File: config.mk
export PLATFORM = sky130hd
export DESIGN_NAME = fetch_pc_stage
export DESIGN_NICKNAME = d
export VERILOG_FILES = /design/src/rtl/fetch_pc_stage.sv
export SDC_FILE = /design/constraint.sdc
export NUM_CORES = 1
export LEC_CHECK = 0
export CORE_AREA = 8 8 119 121
export DETAILED_ROUTE_END_ITERATION = 8
export DIE_AREA = 0 0 127 129
export GPL_ROUTABILITY_DRIVEN = 0
export PLACE_DENSITY = 0.95
export SYNTH_ARGS = -nofsm -noshare
export SYNTH_HDL_FRONTEND = slang
export SYNTH_SLANG_ARGS = --single-unit
File: constraint.sdc
create_clock -name clk -period 10.8 [get_ports clk]
set_input_delay 2.16 -clock clk [delete_from_list [all_inputs] [get_ports clk]]
set_output_delay 2.16 -clock clk [all_outputs]
set_load 0.01 [all_outputs]
File: src/rtl/fetch_pc_stage.sv
// ============================================================================
// Module      : fetch_pc_stage
// Description : Fetch-stage PC register plus the IF/ID pipeline register for
//               a 5-stage RV32I core. Sequences a one-cycle boot after reset,
//               honours hazard-unit stall/flush and taken-branch redirects.
// Revision    : 1.0 - initial release
// ----------------------------------------------------------------------------
// Ports:
//   clk          core clock, all state on rising edge
//   rst          asynchronous active-high reset
//   StallF       hold PC register
//   StallD       hold IF/ID register
//   FlushD       squash IF/ID contents (beats StallD)
//   PCSrcE       redirect fetch to PC_T (beats StallF)
//   PC_T[31:0]   branch/jump target from Execute
//   InstrF[31:0] instruction-memory read data for PCF
//   PCF[31:0]    current fetch address (the PC register itself)
//   InstrD[31:0] instruction to Decode
//   PCD[31:0]    PC of InstrD
//   PCPlus4D     PCD + 4
//   ValidD       InstrD is a real fetched instruction
//   MisalignErr  sticky misaligned-target flag
// Configuration macro:
//   FETCH_MISALIGN_TRAP_EN - when defined, a redirect to a target with
//   PC_T[1:0]!=0 freezes fetch, sets MisalignErr and parks the FSM in HALT
//   until reset. When undefined, target bits [1:0] are forced to zero.
// ============================================================================
`default_nettype none
`timescale 1ns/1ps

module fetch_pc_stage #(
  parameter logic [31:0] RESET_VECTOR = 32'h0000_0000,
  parameter logic [31:0] NOP_INSTR    = 32'h0000_0013
) (
  input  logic        clk,
  input  logic        rst,
  input  logic        StallF,
  input  logic        StallD,
  input  logic        FlushD,
  input  logic        PCSrcE,
  input  logic [31:0] PC_T,
  input  logic [31:0] InstrF,
  output logic [31:0] PCF,
  output logic [31:0] InstrD,
  output logic [31:0] PCD,
  output logic [31:0] PCPlus4D,
  output logic        ValidD,
  output logic        MisalignErr
);

  typedef enum logic [1:0] {
    S_BOOT = 2'd0,
    S_RUN  = 2'd1,
    S_HALT = 2'd2
  } state_t;

  state_t      state_q, state_n;
  logic [31:0] pc_n;
  logic [31:0] instr_n;
  logic [31:0] pcd_n;
  logic [31:0] pcp4_n;
  logic        valid_n;
  logic [31:0] pc_plus4;

  // Natural 32-bit wrap: 0xFFFF_FFFC + 4 = 0, silently.
  assign pc_plus4 = PCF + 32'd4;

`ifdef FETCH_MISALIGN_TRAP_EN
  logic misalign_q, misalign_n;
  logic target_misaligned;
  assign target_misaligned = (PC_T[1:0] != 2'b00);
  assign MisalignErr       = misalign_q;
`else
  assign MisalignErr = 1'b0;
`endif

  // --------------------------------------------------------------------------
  // Next-state / next-register logic
  // --------------------------------------------------------------------------
  always_comb begin
    state_n = state_q;
    pc_n    = PCF;
    instr_n = InstrD;
    pcd_n   = PCD;
    pcp4_n  = PCPlus4D;
    valid_n = ValidD;
`ifdef FETCH_MISALIGN_TRAP_EN
    misalign_n = misalign_q;
`endif

    case (state_q)
      S_BOOT: begin
        // Hold the reset vector one edge so instruction memory sees it before
        // the first real capture; all hazard inputs are ignored here.
        pc_n    = RESET_VECTOR;
        instr_n = NOP_INSTR;
        pcd_n   = 32'd0;
        pcp4_n  = 32'd0;
        valid_n = 1'b0;
        state_n = S_RUN;
      end

      S_RUN: begin
        // PC register: redirect beats stall.
        if (PCSrcE) begin
`ifdef FETCH_MISALIGN_TRAP_EN
          if (target_misaligned) begin
            misalign_n = 1'b1;
            state_n    = S_HALT;
          end else begin
            pc_n = PC_T;
          end
`else
          pc_n = PC_T & 32'hFFFF_FFFC;
`endif
        end else if (!StallF) begin
          pc_n = pc_plus4;
        end

        // IF/ID register: flush beats stall.
        if (FlushD) begin
          instr_n = NOP_INSTR;
          pcd_n   = 32'd0;
          pcp4_n  = 32'd0;
          valid_n = 1'b0;
        end else if (!StallD) begin
          instr_n = InstrF;
          pcd_n   = PCF;
          pcp4_n  = pc_plus4;
          valid_n = 1'b1;
        end

`ifdef FETCH_MISALIGN_TRAP_EN
        // Nothing fetched on the trapping edge may reach Decode.
        if (PCSrcE && target_misaligned) begin
          instr_n = NOP_INSTR;
          pcd_n   = 32'd0;
          pcp4_n  = 32'd0;
          valid_n = 1'b0;
        end
`endif
      end

      S_HALT: begin
        // Frozen PC, bubble every edge; only reset leaves this state.
        instr_n = NOP_INSTR;
        pcd_n   = 32'd0;
        pcp4_n  = 32'd0;
        valid_n = 1'b0;
      end

      default: begin
        state_n = S_BOOT;
      end
    endcase
  end

  // --------------------------------------------------------------------------
  // State and pipeline registers
  // --------------------------------------------------------------------------
  always_ff @(posedge clk or posedge rst) begin
    if (rst) begin
      state_q  <= S_BOOT;
      PCF      <= RESET_VECTOR;
      InstrD   <= NOP_INSTR;
      PCD      <= 32'd0;
      PCPlus4D <= 32'd0;
      ValidD   <= 1'b0;
    end else begin
      state_q  <= state_n;
      PCF      <= pc_n;
      InstrD   <= instr_n;
      PCD      <= pcd_n;
      PCPlus4D <= pcp4_n;
      ValidD   <= valid_n;
    end
  end

`ifdef FETCH_MISALIGN_TRAP_EN
  always_ff @(posedge clk or posedge rst) begin
    if (rst) begin
      misalign_q <= 1'b0;
    end else begin
      misalign_q <= misalign_n;
    end
  end
`endif

endmodule

`default_nettype wire

# After elaboration in Yosys (flattened, before gate mapping)
# Cells that the tools add are included.
dict set report op_classes {
  add_sub_neg 1
  reduce_logical 7
  muxes 16
  eq_ne 4
}
# operator count
set ops {}
lappend ops {{32-bit 2-to-1 mux} 8}
lappend ops {{32-bit one-hot mux with 2 select lines} 4}
lappend ops {{32-bit by 3-bit adder with 32-bit output, second input constant} 1}
lappend ops {{3-bit != test, second input constant} 2}
lappend ops {{2-bit one-hot mux with 2 select lines} 1}
lappend ops {{2-bit AND reduction} 2}
lappend ops {{2-bit nonzero test} 2}
lappend ops {{2-bit OR reduction} 2}
lappend ops {{2-bit by 1-bit equality test with 1-bit output, second input constant} 1}
lappend ops {{2-bit equality test, second input constant} 1}
lappend ops {{2-bit logical NOT} 1}
lappend ops {{1-bit 2-to-1 mux} 2}
lappend ops {{1-bit one-hot mux with 2 select lines} 1}
dict set report word_totals {
  input_bits 70
  reg_bits 131
  out_inout_bits 130
  wordCells 34
}

# Logic depth before layout (Yosys ltp)
# Gate-level depths: netlist of run 1.
dict set report logic_depth {
  word_depth 4
  mapped_depth 8
  depth_no_buf 5
}

# Worst setup path after synthesis of run 1
# No wires, ideal clock.
dict set report synth_timing {
  path_type {in2reg}
  startpoint {input port FlushD}
  endpoint {register PCPlus4D[19]}
  setup_slack_ns 7.317
  cell_stages 5
  n_path_buf 2
  setup_time_ns 0.069
  arrival_time_ns 3.413
  path_cell_list {or3b_1 > clkbuf_1 > clkbuf_1 > or4_1 > nand3_1}
}
dict set report synth_via {
  elab_chain_cells 2
}
# element line
set synth_rtl {}
lappend synth_rtl {{from (decl)} 39} ;# input logic FlushD,
lappend synth_rtl {{32-bit 2-to-1 mux / 3-bit != test (equally long branches)} --}
lappend synth_rtl {{32-bit one-hot mux with 2 select lines / 2-bit AND reduction (equally long branches)} --}
lappend synth_rtl {{to (signal assigned)} 174} ;# PCPlus4D <= pcp4_n;
lappend synth_rtl {{to (decl)} 46} ;# output logic [31:0] PCPlus4D,
# Several ways; a longest one is shown, not always the timed one.
# A chain may end at the register's enable or synchronous reset.

# Worst setup path after layout of run 1
dict set report layout_timing {
  startpoint {input port StallF}
  endpoint {register PCF[28]}
}
dict set report layout_via {
  elab_chain_cells 2
}
# element line
set layout_rtl {}
lappend layout_rtl {{from (decl)} 37} ;# input logic StallF,
lappend layout_rtl {{3-bit != test (no line)} --}
lappend layout_rtl {{2-bit AND reduction (no line)} --}
lappend layout_rtl {{to (signal assigned)} 171} ;# PCF <= pc_n;
lappend layout_rtl {{to (decl)} 43} ;# output logic [31:0] PCF,
# No other way between the ends.

==> results.toml, run 1 <==
[timing]
max_freq_ghz = 0.2225
hold_slack_ns = 0.4809
layout_setup_ws_ns = 6.306
final.min_clock_period_ns = 4.494
slew_viol_final = 0
rsz0062_at_grt = "no"
finalSetupTns_ns = 0
max_slew.worst_pin.slew_ns = 1.207
clock_skew_ns = 0.007182
setup_viol = 0
slew-limit-headroom_pct = 19.56
finalHoldViolCount = 0
finalCritPeriodShare_pct = 41.61

[worst_setup_path]
cp_max_fo = 17
max_stage_delay_ns = 0.83
required_ns = 11.12
endpoint_kind = "flip-flop"
arrival_ns = 4.82
critical_path_class = "input pin to flip-flop"
cpMaxStageDelayCell = "nand4b_1"
path_cells = "clkdlybuf4s50_1 > nand4b_1 > or2_2 > or3_1 > a211oi_1"
cp-start-kind = "input pin"

[drt]
dr.first_iter.drc_count = 674
wl_mm = 19.12
dr.pass1.iters = 6
drc = 0
vias_per_cell = 6.349
wire_per_inst_um = 21.61
antenna_left = 0
vias = 5619

[cts]
cts_root_buf = "clkbuf_16"
insertion_delay_ns = 0.42
tritoncts = "yes"
clkTransAtPathRegs_ns = 0.05
cts_buffer_depth = 2
clock_sinks = 125
htree_levels = 4
cts_setup_buffers = 0
numCtsBuffers = 17
holdBufCountCts = 0
cts_resized = 0

[place]
dpl.hpwl_mm = 13.27
place_ws_ns = 5.952
place_inst = 854
io_buffers = 194

[logic_synthesis]
syn_area_mm2 = 0.005958
synthCells = 567
synth_cell_types = 59
synth_warnings = 0
synth_edf_count = 0
seq_area_frac_synth_pct = 52.56
async_reset_ff_share_pct = 100.0
syn_avg_cell_area_um2 = 10.51
synth_seq_cells = 125
synth_ff_type = "dfrtp_1"

[run_status]
outcome = "finished, final reports clean"

[pwr]
power.density_mw_per_mm2 = 140.4
totalPowerFinal_mw = 1.176
total_leakage_power_nw = 3.397
peakVddDrop_uv = 87.35

[run]
drv_cap = 0

[floorplan]
core_mm2 = 0.01231
fp.dieW_um = 127
ios = 200
dieArea_mm2 = 0.01638
die_h_um = 129
initial_core_util_pct = 48.39
rows = 41

[layout]
nets = 794
drive_gt1_share_pct = 5.850
final_cell_mix = "clkdlybuf4s50_1 (194), dfrtp_1 (122), a22o_1 (57)"
final_cells = 885
syn2layout_area_growth_pct = 40.66
n_antenna_cell = 0
final_common_cell = "clkdlybuf4s50_1"

[global_routing]
grt_pass1_vias = 5579
grt_pass1_wl_mm = 30.52
grt-ovfl-total = 0
grt_max_degree = 72
antenna_found_initial = 0
track_usage_pct = 23.58

[min_path]
hp-class = "flip-flop to flip-flop"
## cells in the mapped netlist (9+ instances only)
cell / number / area (µm²)
nand4_1: 11 / 68.82
nor3_1: 12 / 60.06
a22o_1: 57 / 499.2
nor2_1: 23 / 86.33
buf_2: 10 / 50.05
a21oi_1: 9 / 45.04
a31oi_1: 12 / 75.07
o21ai_0: 39 / 195.2
nor4_1: 11 / 68.82
nand3_1: 20 / 100.1
o31ai_1: 9 / 67.56
clkbuf_1: 37 / 138.9
nand2_1: 44 / 165.2
or4_1: 16 / 120.1
buf_4: 9 / 67.56
dfrtp_1: 122 / 3053
xnor2_1: 19 / 166.4
## sequential cells by signal, indices dropped and copies added, names as in the netlist
register and cells:
InstrD 32, PCF 30, PCPlus4D 30, state_q 1, PCD 31, ValidD 1
## path summary, 6_finish.rpt
check	start	endpoint	slack [ns]	cells past startpoint
max reg2reg	state_q[0]$_DFFE_PP0N_	PCPlus4D[20]$_DFFE_PP0P_	7.74	5
max	StallF	PCF[28]$_DFFE_PP0P_	6.31	5
min reg2reg	PCPlus4D[14]$_DFFE_PP0P_	PCPlus4D[14]$_DFFE_PP0P_	0.48	2
min	PCPlus4D[14]$_DFFE_PP0P_	PCPlus4D[14]$_DFFE_PP0P_	0.48	2
min in group asynchronous	rst	InstrD[5]$_DFFE_PP0P_	2.29	2
max in group asynchronous	rst	PCF[30]$_DFFE_PP0P_	7.28	3
## layer usage
layer,track usage [%],wire length [µm]
met5,0,0
met4,12.32,668
met3,8.482,2221
met2,35.86,8704
met1,29.04,7527
## through the flow
| step | cell area (µm²) | util, % |
|---|---|---|
| 3_5_place_dp | 7829 | 63.59 |
| 3_3_place_gp | 7829 | 63.59 |
| 2_1_floorplan | 5966 | - |
| 4_1_cts | 8381 | 68.07 |
| 5_1_grt | 8381 | 68.07 |
| 6_report | 8381 | 68.07 |
## worst max-delay path: cells and delay by family
kind / cells / cell delay (ns)
compound gates: 1 / 0.20
buf+inv: 1 / 0.74
simple gates: 3 / 1.70
## cells by family (layout without fill, tap and decap cells)
group | after synthesis | after routing | synth area share, %
other | 2 | 4 | 0.1260
buffers and inverters | 71 | 237 | 5.775
AOI/OAI and AO/OA | 165 | 165 | 20.62
DFF | 125 | 125 | 52.56
xor gates and xnor gates | 23 | 23 | 3.381
adders and majority gates | 1 | 1 | 0.2100
and+or+nand+nor | 177 | 177 | 16.82
muxes | 3 | 3 | 0.5040
## final cells by class
cell class | instances | area [µm²]
fillers | 891 | 3931
flip-flops and latches | 125 | 3132
well taps | 150 | 187.7
multi-input cells | 373 | 2501
repair buffers | 199 | 1979
clock buffers | 24 | 461.7
clock inverters | 7 | 90.09
inverters | 7 | 28.78
## where the power goes
| part | internal [mW] | switching, mW |
|---|---|---|
| logic | 0.0672 | 0.0575 |
| registers | 0.485 | 0.0293 |
| clock network | 0.343 | 0.195 |
| total | 0.895 | 0.281 |
Power figures use the tool's default switching activity.
==> inputs of run 2 (changes only) <==
CORE_AREA = 8 8 123 125   (was 8 8 119 121)
DIE_AREA = 0 0 131 133   (was 0 0 127 129)
PLACE_DENSITY = 0.91   (was 0.95)
clock period = 4.2 ns   (was 10.8 ns; I/O delays follow)
==> results.toml, run 2 (synthesis gave the netlist of run 1 again) <==
[run_status]
outcome = "finished, final reports clean"

[timing]
finalHoldViolCount = 0
clock_skew_ns = 0.007578
slew-limit-headroom_pct = 19.58
rsz0062_at_grt = "no"
slew_viol_final = 0
finalCritPeriodShare_pct = 68.42
max_freq_ghz = 0.3480
finalSetupTns_ns = 0
max_slew.worst_pin.slew_ns = 1.206
setup_viol = 0
final.min_clock_period_ns = 2.874

[cts]
numCtsBuffers = 17
holdBufCountCts = 0
clkTransAtPathRegs_ns = 0.06
htree_levels = 4
cts_buffer_depth = 2
cts_resized = 0
clock_sinks = 125
cts_setup_buffers = 0
cts_root_buf = "clkbuf_16"
insertion_delay_ns = 0.42
tritoncts = "yes"

[floorplan]
die_h_um = 133
initial_core_util_pct = 45.53
rows = 42
dieArea_mm2 = 0.01742
core_mm2 = 0.01309
ios = 200
fp.dieW_um = 131

[global_routing]
grt-ovfl-total = 0
antenna_found_initial = 0
track_usage_pct = 22.70
grt_pass1_vias = 5601
grt_max_degree = 68
grt_pass1_wl_mm = 30.84

[pwr]
total_leakage_power_nw = 3.483
p_clk_share_pct = 49.7
swShare_pct = 23.17
p_seq_share_pct = 40.2
peakVddDrop_uv = 311.9
power.internal_mw = 2.520
power.density_mw_per_mm2 = 382.2
pwr-share-comb_pct = 10.1
netSwitchingPower_uw = 760.0

[min_path]
holdPathStages = 2
hold_start = "PCD[18]$_DFFE_PP0P_"
hp-class = "flip-flop to flip-flop"
holdPathEnd = "PCD[18]$_DFFE_PP0P_"

[worst_setup_path]
endpoint_kind = "flip-flop"
max_stage_delay_ns = 0.91
ff2ff_setup_slack_ns = 1.73
path_cells = "clkdlybuf4s50_1 > or3b_1 > or3_1 > or3_1 > nand3_1"
cp_max_fo = 33
reg2reg_to = "PCPlus4D[28]$_DFFE_PP0P_"
worstReg2RegStart = "PCF[2]$_DFFE_PP0P_"
cpMaxStageDelayCell = "or3b_1"
required_ns = 4.56
cp-start-kind = "input pin"
critical_path_class = "input pin to flip-flop"
worst_path_most_repeated_cell = "or3_1"
rr_worst_depth = 5
arrival_ns = 3.23

[drt]
vias = 5485
drc = 0
wl_mm = 19.54
dr.first_iter.drc_count = 386
dr.pass1.iters = 5
dr_wl_met2_mm = 9.237
wire_per_inst_um = 21.28
antenna_left = 0
wl_met3_mm = 2.098
wl_met1_mm = 7.732
vias_per_cell = 5.975
top_layer = "met4"

[layout]
postLayoutCoreUtil_pct = 65.60
final_cells = 918
drive_gt1_share_pct = 7.412
top_regs = "InstrD (32), PCD (31)"
syn2layout_area_growth_pct = 44.06
finalInstanceArea_mm2 = 0.008583
regArea_mm2 = 0.003132
final_common_cell = "clkdlybuf4s50_1"
regMostFlops = "InstrD"
fillerInstances = 1000
nets = 801
final_cell_mix = "clkdlybuf4s50_1 (194), dfrtp_1 (122), a22o_1 (57)"
multi_input_area_mm2 = 0.002501
n_antenna_cell = 0
largest_reg_flops = 32

[place]
dpl.hpwl_mm = 13.76
place_inst = 887
io_buffers = 194
place_area_mm2 = 0.007926

[run]
drv_cap = 0
## run 2: cell types whose count changed in the layout (fill, tap and decap cells not counted), sizes merged
cell | previous run | this run
buf | 5 | 12
bufinv | 2 | 5
clkbuf | 24 | 21
clkinv | 5 | 4
clkinvlp | 2 | 3
## run 2: layout make-up
| cell class | instances | share of cell area (%) |
|---|---|---|
| flip-flops and latches | 125 | 36.49 |
| multi-input cells | 373 | 29.14 |
| repair buffers | 206 | 23.82 |
| clock buffers | 21 | 5.481 |
| well taps | 176 | 2.566 |
| clock inverters | 10 | 2.172 |
| inverters | 7 | 0.3353 |
## run 2: worst max path at each step
| stage | from | to | slack [ns] |
|---|---|---|---|
| finish | FlushD | PCPlus4D[21]$_DFFE_PP0P_ | 1.33 |
| global placement | FlushD | PCPlus4D[21]$_DFFE_PP0P_ | 1.02 |
| floorplan | rst | InstrD[10]$_DFFE_PP0P_ | 0.04 |
| detailed placement | FlushD | PCPlus4D[21]$_DFFE_PP0P_ | 0.93 |
| CTS | FlushD | PCPlus4D[21]$_DFFE_PP0P_ | 1.37 |
| global route | FlushD | PCPlus4D[21]$_DFFE_PP0P_ | 1.25 |
## run 2: per-stage QoR
stage / setup slack (ns) / total power [mW] / hold slack [ns]
2_1_floorplan: 0.03738 / 1.470 / 0.5142
3_3_place_gp: 1.017 / 1.655 / 0.4658
3_5_place_dp: 0.9276 / 1.669 / 0.4699
4_1_cts: 1.367 / 3.298 / 0.4845
5_1_grt: 1.250 / 3.394 / 0.5171
6_report: 1.326 / 3.280 / 0.4808
## run 2: metal layers
metal / GRT usage (%) / vias to the layer above
li1: - / 2460
met1: 27.38 / 2672
met2: 36.05 / 312
met3: 8.437 / 41
met4: 8.232 / 0
met5: 0 / -
## run 2: power groups by stage
stage | clock network (mW) | registers, mW | logic [mW]
after floorplan | 0 | 1.32 | 0.151
after global placement | 0 | 1.33 | 0.323
after detailed placement | 0 | 1.34 | 0.332
after CTS | 1.65 | 1.32 | 0.334
after global routing | 1.71 | 1.33 | 0.357
final | 1.63 | 1.32 | 0.330
## run 2: critical path: cells and delay by family
kind	cells	cell delay (ns)
AND/OR/NAND/NOR	4	1.85
buffers and inverters	1	0.53
==> inputs of run 3 (changes only) <==
CORE_AREA = 8 8 129 131   (was 8 8 123 125)
DIE_AREA = 0 0 137 139   (was 0 0 131 133)
PLACE_DENSITY = 0.87   (was 0.91)
clock period = 2.6 ns   (was 4.2 ns; I/O delays follow)
==> results.toml, run 3 (synthesis gave the netlist of run 1 again) <==
[worst_setup_path]
ff2ff_setup_slack_ns = 0.40
critical_path_class = "flip-flop to flip-flop"
cp_top_family = "simple AND/OR/NAND/NOR gates"
cp_max_fo = 8
path_cells = "ha_1 > nand3_4 > or4_4 > o311a_1 > a221o_1"
worstReg2RegStart = "PCF[2]$_DFFE_PP0P_"
endpoint_kind = "flip-flop"
reg2reg_to = "PCPlus4D[28]$_DFFE_PP0P_"
cp-start-kind = "flip-flop"
cpMaxStageDelayCell = "or4_4"
cp.depth = 5
rr_worst_depth = 5
required_ns = 2.90
max_stage_delay_ns = 0.65
arrival_ns = 2.50
crit_buf_inv = 0

[floorplan]
dieArea_mm2 = 0.01904
rows = 45
core_mm2 = 0.01475
fp.dieW_um = 137
die_h_um = 139
initial_core_util_pct = 40.39
ios = 200

[layout]
largest_reg_flops = 32
final_common_cell = "clkdlybuf4s50_1"
nets = 826
drive_gt1_share_pct = 10.17
fillerInstances = 1233
top_regs = "InstrD (32), PCD (31)"
final_cell_mix = "clkdlybuf4s50_1 (194), dfrtp_1 (122), a22o_1 (57)"
regMostFlops = "InstrD"
syn2layout_area_growth_pct = 47.21

[cts]
cts_buffer_depth = 2
clkTransAtPathRegs_ns = 0.06
cts_setup_buffers = 0
holdBufCountCts = 0
htree_levels = 4
cts_root_buf = "clkbuf_16"
clock_sinks = 125
numCtsBuffers = 17
tritoncts = "yes"
insertion_delay_ns = 0.42
cts_resized = 0

[place]
dpl.hpwl_mm = 13.94
io_buffers = 194

[drt]
wl_mm = 19.55
drc = 0
dr.pass1.iters = 6
wire_per_inst_um = 20.45
antenna_left = 0
dr.first_iter.drc_count = 483
vias = 5537
vias_per_cell = 5.792

[timing]
rsz0062_at_grt = "no"
finalCritPeriodShare_pct = 84.49
finalSetupTns_ns = 0
clock_skew_ns = 0.006603
finalHoldViolCount = 0
max_slew.worst_pin.slew_ns = 0.4892
max_freq_ghz = 0.4552
slew_viol_final = 0
slew-limit-headroom_pct = 67.09
final.min_clock_period_ns = 2.197
setup_viol = 0

[pwr]
totalPowerFinal_mw = 5.056
power.density_mw_per_mm2 = 576.4
power.internal_mw = 3.857
netSwitchingPower_mw = 1.199
peakVddDrop_uv = 428.0
pwr-share-comb_pct = 11.6
p_clk_share_pct = 46.6
p_seq_share_pct = 41.7
total_leakage_power_nw = 3.590
swShare_pct = 23.72

[global_routing]
grt-ovfl-total = 0
grt_pass1_vias = 5480
antenna_found_initial = 1
grt_max_degree = 81
grt_pass1_wl_mm = 30.94
track_usage_pct = 20.54

[run_status]
outcome = "finished, final reports clean"

[min_path]
hp-class = "input pin to asynchronous set/reset pin"

[run]
drv_cap = 0
==> run 3: worst max-delay path by stage <==
stage / endpoint / startpoint
after floorplan: PCPlus4D[28]$_DFFE_PP0P_ / PCF[3]$_DFFE_PP0P_
after global placement: PCPlus4D[24]$_DFFE_PP0P_ / FlushD
after detailed placement: PCPlus4D[24]$_DFFE_PP0P_ / FlushD
after CTS: PCF[19] / PCF[19]$_DFFE_PP0P_
after global routing: PCF[23]$_DFFE_PP0P_ / PCF[17]$_DFFE_PP0P_
final: PCPlus4D[28]$_DFFE_PP0P_ / PCF[2]$_DFFE_PP0P_
==> run 3: stage by stage <==
stage	cells	hold slack, ns	area (µm²)	util [%]	setup slack, ns
floorplan	569	0.5142	5969	-	0.3293
global placement	924	0.4626	8180	55.45	0.1908
detailed placement	924	0.4735	8180	55.45	0.1460
CTS	955	0.4571	8768	59.44	0.4059
global route	956	0.4948	8771	59.46	0.3337
finish	956	0.4623	8771	59.46	0.4032
==> run 3: final cells by class <==
cell class                      count  area, µm²  area share [%]
Sequential cell                   125       3132           35.71
Multi-Input combinational cell    373       2501           28.52
Timing Repair Buffer              231       2282           26.02
Clock buffer                       25      505.5           5.763
Tap cell                          188      235.2           2.682
Clock inverter                      6      82.58          0.9415
Inverter                            7      30.03          0.3424
Antenna cell                        1      2.502         0.02853
==> run 3: power groups by stage <==
| stage | clock network (mW) | registers, mW | logic (mW) |
|---|---|---|---|
| 2_1_floorplan | 0 | 2.13 | 0.245 |
| 3_3_place_gp | 0 | 2.14 | 0.581 |
| 3_5_place_dp | 0 | 2.14 | 0.591 |
| 4_1_cts | 2.39 | 2.11 | 0.594 |
| 5_1_grt | 2.48 | 2.12 | 0.634 |
| 6_report | 2.36 | 2.11 | 0.587 |
==> run 3: per-layer routing <==
metal,vias up,global-route usage (%),part of all wire [%]
met3,35,7.319,11
met2,277,31.04,46
met4,0,7.494,2.2
li1,2505,-,-
met1,2720,26.36,41
met5,-,0,0
